File: src/rtl/prng_pkg.sv
// Shared types and constants for the dual-LFSR pseudo-random generator.
// Holds the FSM encoding, common tap masks and the zero-substitution helper.
package prng_pkg;

    typedef enum logic {
        WARM = 1'b0,
        RUN  = 1'b1
    } prng_state_e;

    // Fibonacci feedback masks for maximal-length sequences
    localparam logic [7:0]  TAPS_8  = 8'hB8;
    localparam logic [15:0] TAPS_16 = 16'hB400;
    localparam logic [31:0] TAPS_32 = 32'h8020_0003;

    // Registers of up to 64 bits are supported; callers cast in and out.
    function automatic logic [63:0] zero_sub(input logic [63:0] val, input logic [63:0] init);
        return (val == '0) ? init : val;
    endfunction

endpackage

File: src/rtl/lfsr_fib.sv
// Fibonacci LFSR with seed load and all-zero recovery.
// zero_fix flags the cycle in which a zero value is being replaced by INIT.
module lfsr_fib
    import prng_pkg::*;
#(
    parameter int           W    = 8,
    parameter logic [W-1:0] TAPS = TAPS_8,
    parameter logic [W-1:0] INIT = 8'h11
) (
    input  logic         clk,
    input  logic         rst_n,
    input  logic         load,
    input  logic [W-1:0] load_val,
    input  logic         step,
    output logic [W-1:0] state,
    output logic         zero_fix
);

    logic [W-1:0] next_state;
    logic [W-1:0] seeded;

    assign next_state = {state[W-2:0], ^(state & TAPS)};
    assign seeded     = W'(zero_sub(64'(load_val), 64'(INIT)));
    assign zero_fix   = load ? (load_val == '0) : (state == '0);

    // A zero state would lock the register forever, so it outranks a step.
    always_ff @(posedge clk) begin
        if (!rst_n) begin
            state <= INIT;
        end else if (load) begin
            state <= seeded;
        end else if (state == '0) begin
            state <= INIT;
        end else if (step) begin
            state <= next_state;
        end
    end

endmodule

File: src/rtl/prng_dual_lfsr.sv
// Two-layer PRNG: upper and lower LFSRs XOR-combined into a valid/ready stream,
// with seed handshake, warm-up phase and lockup recovery.
module prng_dual_lfsr
    import prng_pkg::*;
#(
    parameter int              UP_W    = 16,
    parameter int              DN_W    = 8,
    parameter logic [UP_W-1:0] UP_TAPS = TAPS_16,
    parameter logic [DN_W-1:0] DN_TAPS = TAPS_8,
    parameter logic [UP_W-1:0] UP_INIT = 16'h1111,
    parameter logic [DN_W-1:0] DN_INIT = 8'h11,
    parameter int              OUT_W   = 8,
    parameter int              WARMUP  = 16
) (
    input  logic             clk,
    input  logic             rst_n,
    input  logic             seed_valid,
    output logic             seed_ready,
    input  logic [UP_W-1:0]  seed_up,
    input  logic [DN_W-1:0]  seed_dn,
    output logic             out_valid,
    input  logic             out_ready,
    output logic [OUT_W-1:0] out_data,
    output logic             lockup
);

    localparam int               CNT_W     = (WARMUP > 0) ? $clog2(WARMUP + 1) : 1;
    localparam logic [CNT_W-1:0] WARM_LAST = CNT_W'(WARMUP);

    prng_state_e      state, state_nxt;
    logic [CNT_W-1:0] warm_cnt, cnt_nxt;
    logic             step, seed_acc, xfer;
    logic [UP_W-1:0]  up_state;
    logic [DN_W-1:0]  dn_state;
    logic             zf_up, zf_dn;
    logic             unused_hi;

    assign seed_ready = rst_n;
    assign out_valid  = rst_n && (state == RUN);
    assign seed_acc   = seed_valid && seed_ready;
    assign xfer       = out_valid && out_ready;
    assign out_data   = up_state[OUT_W-1:0] ^ dn_state[OUT_W-1:0];
    // Bits above OUT_W only feed the feedback networks.
    assign unused_hi  = ^{up_state, dn_state};

    // A seed always wins over a step; a simultaneous transfer still takes the current word.
    always_comb begin
        state_nxt = state;
        cnt_nxt   = warm_cnt;
        step      = 1'b0;
        if (seed_acc) begin
            state_nxt = WARM;
            cnt_nxt   = '0;
        end else begin
            case (state)
                WARM: begin
                    if (warm_cnt == WARM_LAST) begin
                        state_nxt = RUN;
                    end else begin
                        step    = 1'b1;
                        cnt_nxt = warm_cnt + CNT_W'(1);
                    end
                end
                RUN:     step = xfer;
                default: state_nxt = WARM;
            endcase
        end
    end

    always_ff @(posedge clk) begin
        if (!rst_n) begin
            state    <= WARM;
            warm_cnt <= '0;
            lockup   <= 1'b0;
        end else begin
            state    <= state_nxt;
            warm_cnt <= cnt_nxt;
            lockup   <= zf_up || zf_dn;
        end
    end

    lfsr_fib #(.W(UP_W), .TAPS(UP_TAPS), .INIT(UP_INIT)) u_up (
        .clk      (clk),
        .rst_n    (rst_n),
        .load     (seed_acc),
        .load_val (seed_up),
        .step     (step),
        .state    (up_state),
        .zero_fix (zf_up)
    );

    lfsr_fib #(.W(DN_W), .TAPS(DN_TAPS), .INIT(DN_INIT)) u_dn (
        .clk      (clk),
        .rst_n    (rst_n),
        .load     (seed_acc),
        .load_val (seed_dn),
        .step     (step),
        .state    (dn_state),
        .zero_fix (zf_dn)
    );

endmodule

File: config.mk
export PLATFORM = sky130hd
export DESIGN_NAME = prng_dual_lfsr
export DESIGN_NICKNAME = d
export VERILOG_FILES = /design/src/rtl/prng_pkg.sv /design/src/rtl/lfsr_fib.sv /design/src/rtl/prng_dual_lfsr.sv
export SDC_FILE = /design/constraint.sdc
export NUM_CORES = 1
export LEC_CHECK = 0
export CORE_MARGIN = 2
export CORE_UTILIZATION = 54
export DETAILED_ROUTE_END_ITERATION = 8
export PLACE_DENSITY = 0.84
export SETUP_SLACK_MARGIN = 0.3
export SYNTH_ARGS = -nofsm -noshare
export SYNTH_HDL_FRONTEND = slang
export SYNTH_SLANG_ARGS = --single-unit
export TNS_END_PERCENT = 20
File: constraint.sdc
create_clock -name clk -period 2.95 [get_ports clk]
set_input_delay 0.59 -clock clk [delete_from_list [all_inputs] [get_ports clk]]
set_output_delay 0.59 -clock clk [all_outputs]
set_load 0.03 [all_outputs]
# Yosys cells after proc, flatten, opt, wreduce, memory -nomap -nowiden
# Cells that the tools add are included.
# classes
add_sub_neg	1
n_eq_ne	1
muxes	15
n_bitwise	4
reduce_logical	14
# op_table
cell	count
two-way mux 16 bit	4
zero test 16 bit	2
two-way mux 8 bit	4
zero test 8 bit	2
XOR reduction 16 bit	1
XOR reduction 8 bit	1
XOR 8 bit	1
two-way mux 1 bit	6
nonzero test 3 bit	2
adder 5 x 1 -> 5 bit, second input constant	1
== test 5 bit, second input constant	1
logical AND 1 bit	3
NOT 1 bit	3
case mux 1 bit (2 select lines)	1
AND reduction 2 bit	1
OR reduction 2 bit	1
logical OR 1 bit	1
# totals
register_bits	31
in_bits	28
output_inout_bits	11
elab_cells	40

# Logic depth before layout (Yosys ltp)
# Gate-level depths: netlist of the first run.
# depth
depth_word	7
mapped_depth	8

# Modules after synthesis
# A second synthesis of the first run with hierarchy kept.
# hier_totals
hier_cells	200
area_unflattened_um2	1761.7
# by_module_without_submodules
mod	instances	cells_each	area_per_inst_um2	seq_area_each_um2
lfsr_fib (u_up)	1	100	838.3	320.3
lfsr_fib (u_dn)	1	54	509.2	160.2
prng_dual_lfsr	1	46	414.1	140.1

# Least setup slack after synthesis of the first run
# No wires, ideal clock.
# synth_path
path_type	in2out
start	input rst_n
end	output out_valid
arrival_ns	1.310
t_required_ns	2.360
setup_slack_ns	1.050
stages	3
path_buffers	1
cell_sequence	inv_1 > clkbuf_1 > nor2_1
# synth_between
elab_chain_len	1
# synth_rtl
item	line	text
start, declared	prng_dual_lfsr.sv:16	input logic rst_n,
logical AND 1 bit	prng_dual_lfsr.sv:39	assign out_valid = rst_n && (state == RUN);
end, declared	prng_dual_lfsr.sv:21	output logic out_valid,
# No other way between the ends.

# Worst setup path after layout of the first run
# layout_path
start	input rst_n
end	output seed_ready
# layout_lines
item	line	text
end, declared	prng_dual_lfsr.sv:18	output logic seed_ready,
# No word-level cell between the ends.

==> results by group, run 1 <==
Global routing
  • Largest net degree at the start of global routing: 26
  • GRT Util Overall: 26.7%
  • Total gr overflow: 0
  • Global-route wire length before repair: 7450 µm
  • Initial antenna violation count: 0
  • Vias in the first global route: 1609

Clocking
  • CTS tree: done
  • Root Driver: clkbuf_4
  • Setup Fix Bufs, Post-CTS: 0
  • Sink Count: 31
  • Clock Path Buffers: 2
  • H-tree lvl count: 2
  • Clock latency on the worst-skew pair: 0.34 ns
  • Reg clk slew, reported paths: 0.09 ns
  • Post-CTS Resized: 0
  • CTS buffer count: 5
  • Cts-stage hold buffer count: 0

Drt
  • DRT met1 WL: 2120 µm
  • Routed Antenna Nets: 0
  • First drt pass iteration count: 5
  • DRT iter0 DRCs: 200
  • Final WL: 4750 µm
  • Routed len/inst: 16.3 µm
  • DR vias: 1780
  • DRC: 0
  • Uppermost routed layer: met4
  • Met2 WL: 2260 µm
  • Via/cell ratio: 6.10
  • Routed wl met3: 299 µm

Yosys
  • Ys flop type: dfxtp_1
  • Syn Area/Cell: 8.34 µm²
  • Yosys cell types: 40
  • #FFs+latches synth: 31
  • Asr flop ratio synth: 0%
  • Sequential element share of the synthesized area: 34.8%
  • Mapped Nets: 246
  • Post-Synthesis Cells: 214
  • Warning count from the yosys run: 0
  • EDFF count, synth: 0
  • Synth Cell Area: 0.00179 mm²

STA
  • RSZ-0062 raised after global routing: false
  • Skew final: 0.00945 ns
  • Rel. slew slack: 42.4%
  • Final Hold Vio Count: 0
  • Fin Hold WS: 0.523 ns
  • Post-layout minimum cycle time: 2.55 ns
  • Crit share post-route: 86.5%
  • Final Max Tran Viols: 0
  • Setup TNS: 0 ns
  • Fmax: 0.392 GHz
  • Final setup fails: 0
  • Slew @ Worst Pin: 0.865 ns

Setup path
  • Register-to-register setup slack: 0.74 ns
  • Slowest CP cell: clkdlybuf4s50_1
  • Crit. Startpoint: rst_n
  • Critical Path Start Type: input pin
  • WP buf/inv: 2
  • CP endpoint kind: output pin
  • Crit path top cell by count: clkdlybuf4s50_1
  • CP max FO: 9
  • CP cell instances: clkdlybuf4s50_1 > clkdlybuf4s50_1
  • R2R cell count: 6
  • Cell family with most CP delay: buffers and inverters
  • Worst r2r src: u_dn.state[4]
  • WS Path Type: input pin to output pin
  • Terminus of the critical flop-to-flop path: u_dn.state[4]
  • Data required, critical path: 2.36 ns
  • CP arrival: 1.96 ns
  • Max incr delay on CP: 0.74 ns

Placement
  • Buffers on Ports: 38
  • GPL Wtd Cong: 0.875
  • DP HPWL: 3370 µm
  • Placed Cells incl. Taps: 286

Pwr
  • Internal power: 0.657 mW
  • Register share of total power: 50.5%
  • LEAKAGE: 0.800 nW
  • Combinational share of power: 26.2%
  • PD cells: 433 mW/mm²
  • Sw frac: 31.6%
  • VDD IR-drop max: 0.000324 V
  • Power, Total: 0.962 mW
  • Clock power share: 23.4%
  • Switching power total: 0.304 mW

Finish
  • Diodes inserted: 0
  • Non-filler cells, final: 292
  • Area growth syn-to-layout: 24.2%
  • Nets@finish: 281
  • Final Util: 71.5%
  • Layout cell share with drive strength beyond 1: 8.47%
  • Filler cell count: 269

Die
  • Core Box Area: 0.00310 mm²
  • Die area: 0.00378 mm²
  • Initial Util: 57.5%
  • Die Wd: 61.5 µm
  • # IOs: 39
  • Die height: 61.5 µm
  • Site row count: 20

Hold path
  • Destination of the worst hold path: u_up.state[9]
  • Worst Hold Launch: u_up.state[8]
  • Hold-critical path depth: 2
  • Hold Path Class: flip-flop to flip-flop

Run
  • Max-Cap Viols: 0

Run status
  • Status: finished, final reports clean
[cell families (layout without fill, tap and decap cells)]
kind of cell / count (synthesis) / after routing / synth area share, %
buffers and inverters: 22 / 56 / 5.68
adders and majority gates: 4 / 4 / 2.80
xor gates and xnor gates: 16 / 16 / 7.85
DFF: 31 / 31 / 34.8
and+or+nand+nor: 105 / 105 / 30.4
AOI/OAI and AO/OA: 36 / 36 / 18.5
[Yosys cell counts (5+ instances only)]
cell | count | area share (%)
a311oi_2 | 6 | 5.0
nor4_1 | 7 | 2.5
nor3_1 | 29 | 8.1
nor2_1 | 10 | 2.1
inv_1 | 8 | 1.7
xor2_1 | 12 | 5.9
a21oi_1 | 5 | 1.4
clkbuf_1 | 8 | 1.7
a311oi_1 | 12 | 5.9
nand2_1 | 35 | 7.4
nand3_1 | 6 | 1.7
dfxtp_1 | 31 | 35
[worst max-delay path by stage]
| stage | to | depth (start not counted) |
|---|---|---|
| 2_1_floorplan | out_valid | 3 |
| 3_3_place_gp | seed_ready | 2 |
| 3_5_place_dp | seed_ready | 2 |
| 4_1_cts | seed_ready | 2 |
| 5_1_grt | seed_ready | 2 |
| 6_report | seed_ready | 2 |
[through the flow]
step           setup slack (ns)  area (µm²)
6_report                  0.397        2220
5_1_grt                   0.355        2220
4_1_cts                   0.385        2220
3_5_place_dp              0.399        2180
3_3_place_gp              0.403        2180
2_1_floorplan              1.05        1790
[cell usage in the layout (no fill, tap or decap), types with 2 or more instances in the layout]
| cell | instances |
|---|---|
| nand2_1 | 35 |
| a21oi_1 | 5 |
| xor2_1 | 12 |
| nor3_1 | 29 |
| clkbuf_4 | 5 |
| nand3_1 | 6 |
| o31ai_1 | 2 |
| buf_4 | 5 |
| a311oi_1 | 12 |
| o221ai_1 | 2 |
| a311oi_2 | 6 |
| nor4_1 | 7 |
| dfxtp_1 | 31 |
| xnor2_1 | 4 |
| ha_1 | 4 |
| clkdlybuf4s50_1 | 37 |
| nand2b_1 | 2 |
| a31oi_1 | 2 |
| nor2_1 | 10 |
| inv_1 | 8 |
| or3_1 | 4 |
| and4_1 | 2 |
[power groups by stage]
stage	Combinational (mW)	Sequential, mW	Clock [mW]
6_report	0.252	0.485	0.225
5_1_grt	0.270	0.488	0.244
4_1_cts	0.251	0.484	0.227
3_5_place_dp	0.249	0.494	0
3_3_place_gp	0.244	0.493	0
2_1_floorplan	0.150	0.484	0
[per-layer routing]
metal | global-route usage [%] | up-vias
li1 | - | 856
met1 | 34.6 | 842
met2 | 42.9 | 73
met3 | 8.19 | 9
met4 | 7.90 | 0
met5 | 0 | -
[state kept, by name, indices dropped and copies added (netlist names)]
| name | count |
|---|---|
| warm_cnt | 5 |
| u_up.state | 16 |
| u_dn.state | 8 |
| state | 1 |
| lockup | 1 |
[cell type report]
cell class | count | area (µm²) | share of cell area, %
clock buffer | 6 | 41.3 | 1.86
timing repair buffer | 42 | 408 | 18.4
multi-input combinational | 161 | 1060 | 47.9
tap | 44 | 55.1 | 2.48
inverter | 8 | 30.0 | 1.35
sequential | 31 | 621 | 28.0
No activity file was read; power rests on OpenSTA's default activity.
==> run 2, diff against run 1 <==
Settings changed: ABC_AREA set to 0.
==> results of run 2 <==
The final DEF is identical to that of run 1; final timing and power are the same.
==> run 3, diff against run 2 <==
==> constraint.sdc (replaced) <==
create_clock -name clk -period 2.95 [get_ports clk]
set_input_delay 0.59 -clock clk [delete_from_list [all_inputs] [get_ports clk]]
set_output_delay 0.59 -clock clk [all_outputs]
set_load 0.1 [all_outputs]
==> results by group, run 3 (synthesis results as in run 1) <==
Global routing
  • Global-route wire length before repair: 7540 µm
  • Vias in the first global route: 1631
  • Initial antenna violation count: 0
  • GRT Util Overall: 27.3%
  • Largest net degree at the start of global routing: 26
  • Total gr overflow: 0

Finish
  • Final Instance Area: 0.00225 mm²
  • Area of the multi-input gates: 0.00107 mm²
  • Nets@finish: 281
  • Most frequent cells in the layout: nand2_1, dfxtp_1, nor3_1, clkdlybuf4s50_1, buf_4
  • FF/Latch Area: 621 µm²
  • Filler cell count: 266
  • Reg with most FFs: u_up.state
  • Biggest regs: u_up.state: 16 flops, u_dn.state: 8 flops, warm_cnt: 5 flops
  • Layout cell share with drive strength beyond 1: 13.6%
  • Most common cell after layout, fill and taps aside: nand2_1
  • Area growth syn-to-layout: 25.9%
  • Number of flip-flops under the largest register name: 16
  • Diodes inserted: 0

STA
  • RSZ-0062 raised after global routing: false
  • Post-layout minimum cycle time: 2.24 ns
  • Final Max Tran Viols: 0
  • Fmax: 0.447 GHz
  • Final setup fails: 0
  • Skew final: 0.0148 ns
  • Setup TNS: 0 ns
  • Rel. slew slack: 43.8%
  • Slew @ Worst Pin: 0.842 ns
  • Crit share post-route: 75.9%
  • Final Hold Vio Count: 0

Setup path
  • CP cell instances: clkdlybuf4s50_1 > inv_1 > nor2_2 > buf_12
  • R2R cell count: 6
  • Max incr delay on CP: 0.56 ns
  • CP endpoint kind: output pin
  • WS Path Type: input pin to output pin
  • Register-to-register setup slack: 0.81 ns
  • Terminus of the critical flop-to-flop path: u_dn.state[4]
  • CP max FO: 5
  • Slowest CP cell: clkdlybuf4s50_1
  • Worst r2r src: u_dn.state[4]
  • CP arrival: 1.65 ns
  • Critical Path Start Type: input pin
  • Data required, critical path: 2.36 ns

Clocking
  • Sink Count: 31
  • CTS tree: done
  • Clock Path Buffers: 2
  • Setup Fix Bufs, Post-CTS: 0
  • Cts-stage hold buffer count: 0
  • Clock latency on the worst-skew pair: 0.34 ns
  • H-tree lvl count: 2
  • Root Driver: clkbuf_4
  • Reg clk slew, reported paths: 0.10 ns
  • CTS buffer count: 5
  • Post-CTS Resized: 0

Drt
  • Routed Antenna Nets: 0
  • Routed wl met3: 402 µm
  • Via/cell ratio: 6.04
  • First drt pass iteration count: 5
  • Uppermost routed layer: met4
  • Met2 WL: 2120 µm
  • DR vias: 1776
  • DRT met1 WL: 1950 µm
  • DRC: 0
  • DRT iter0 DRCs: 204
  • Routed len/inst: 15.4 µm
  • Final WL: 4530 µm

Hold path
  • Worst Hold Launch: u_up.state[12]
  • Hold-critical path depth: 2
  • Hold Path Class: flip-flop to flip-flop
  • Destination of the worst hold path: u_up.state[13]

Pwr
  • PD cells: 505 mW/mm²
  • LEAKAGE: 0.835 nW
  • VDD IR-drop max: 0.000304 V

Run
  • Max-Cap Viols: 0

Die
  • Site row count: 20
  • Initial Util: 57.5%
  • Die Wd: 61.5 µm
  • Core Box Area: 0.00310 mm²
  • Die height: 61.5 µm
  • Die area: 0.00378 mm²
  • # IOs: 39

Placement
  • Buffers on Ports: 38
  • Dpl cell area: 0.00218 mm²
  • DP HPWL: 3270 µm
  • GPL Wtd Cong: 0.865

Run status
  • Status: finished, final reports clean
[run 3: cell types whose count changed in the layout (fill, tap and decap cells not counted), sizes merged]
cell / previous run / this run
buf: 5 / 15
clkbuf: 6 / 8
clkdlybuf4s50: 37 / 27
[run 3: cell type report]
class                   instances  area share, %
clock buffers                   8           3.06
inverters                       8           1.34
multi-input cells             161           47.4
flip-flops and latches         31           27.6
well taps                      44           2.45
repair buffers                 42           18.1
[run 3: power breakdown]
part | leakage, nW | total (mW) | switching [mW] | internal, mW
clock | 0.0386 | 0.298 | 0.158 | 0.140
sequential | 0.256 | 0.484 | 0.0365 | 0.448
combinational | 0.541 | 0.353 | 0.233 | 0.120
total | 0.835 | 1.14 | 0.428 | 0.708
[run 3: worst max-delay path by stage]
stage	start	end	slack (ns)	cells after the start
floorplan	u_dn.state[1]	out_data[1]	0.51	1
global placement	rst_n	u_dn.state[5]	0.60	4
detailed placement	seed_valid	u_up.state[10]	0.55	5
CTS	rst_n	out_valid	0.71	4
global route	u_dn.state[4]	u_dn.state[4]	0.58	6
finish	rst_n	out_valid	0.71	4
[run 3: routing by layer]
layer / vias to the layer above / global-route usage, %
met1: 812 / 36.9
met2: 95 / 40.6
met3: 9 / 9.66
met4: 0 / 9.12
li1: 860 / -
met5: - / 0
[run 3: stage by stage]
step | cells | hold slack (ns) | power [mW] | utilization, % | setup slack [ns]
floorplan | 214 | 0.472 | 0.742 | - | 0.506
global placement | 286 | 0.483 | 0.842 | 70.2 | 0.599
detailed placement | 286 | 0.489 | 0.846 | 70.2 | 0.549
CTS | 294 | 0.502 | 1.13 | 72.5 | 0.714
global route | 294 | 0.544 | 1.18 | 72.5 | 0.579
finish | 294 | 0.504 | 1.14 | 72.5 | 0.712
[run 3: worst max-delay path, delay by kind of cell]
family,cells,cell delay [ns]
buffers and inverters,3,0.88
and+or+nand+nor,1,0.18
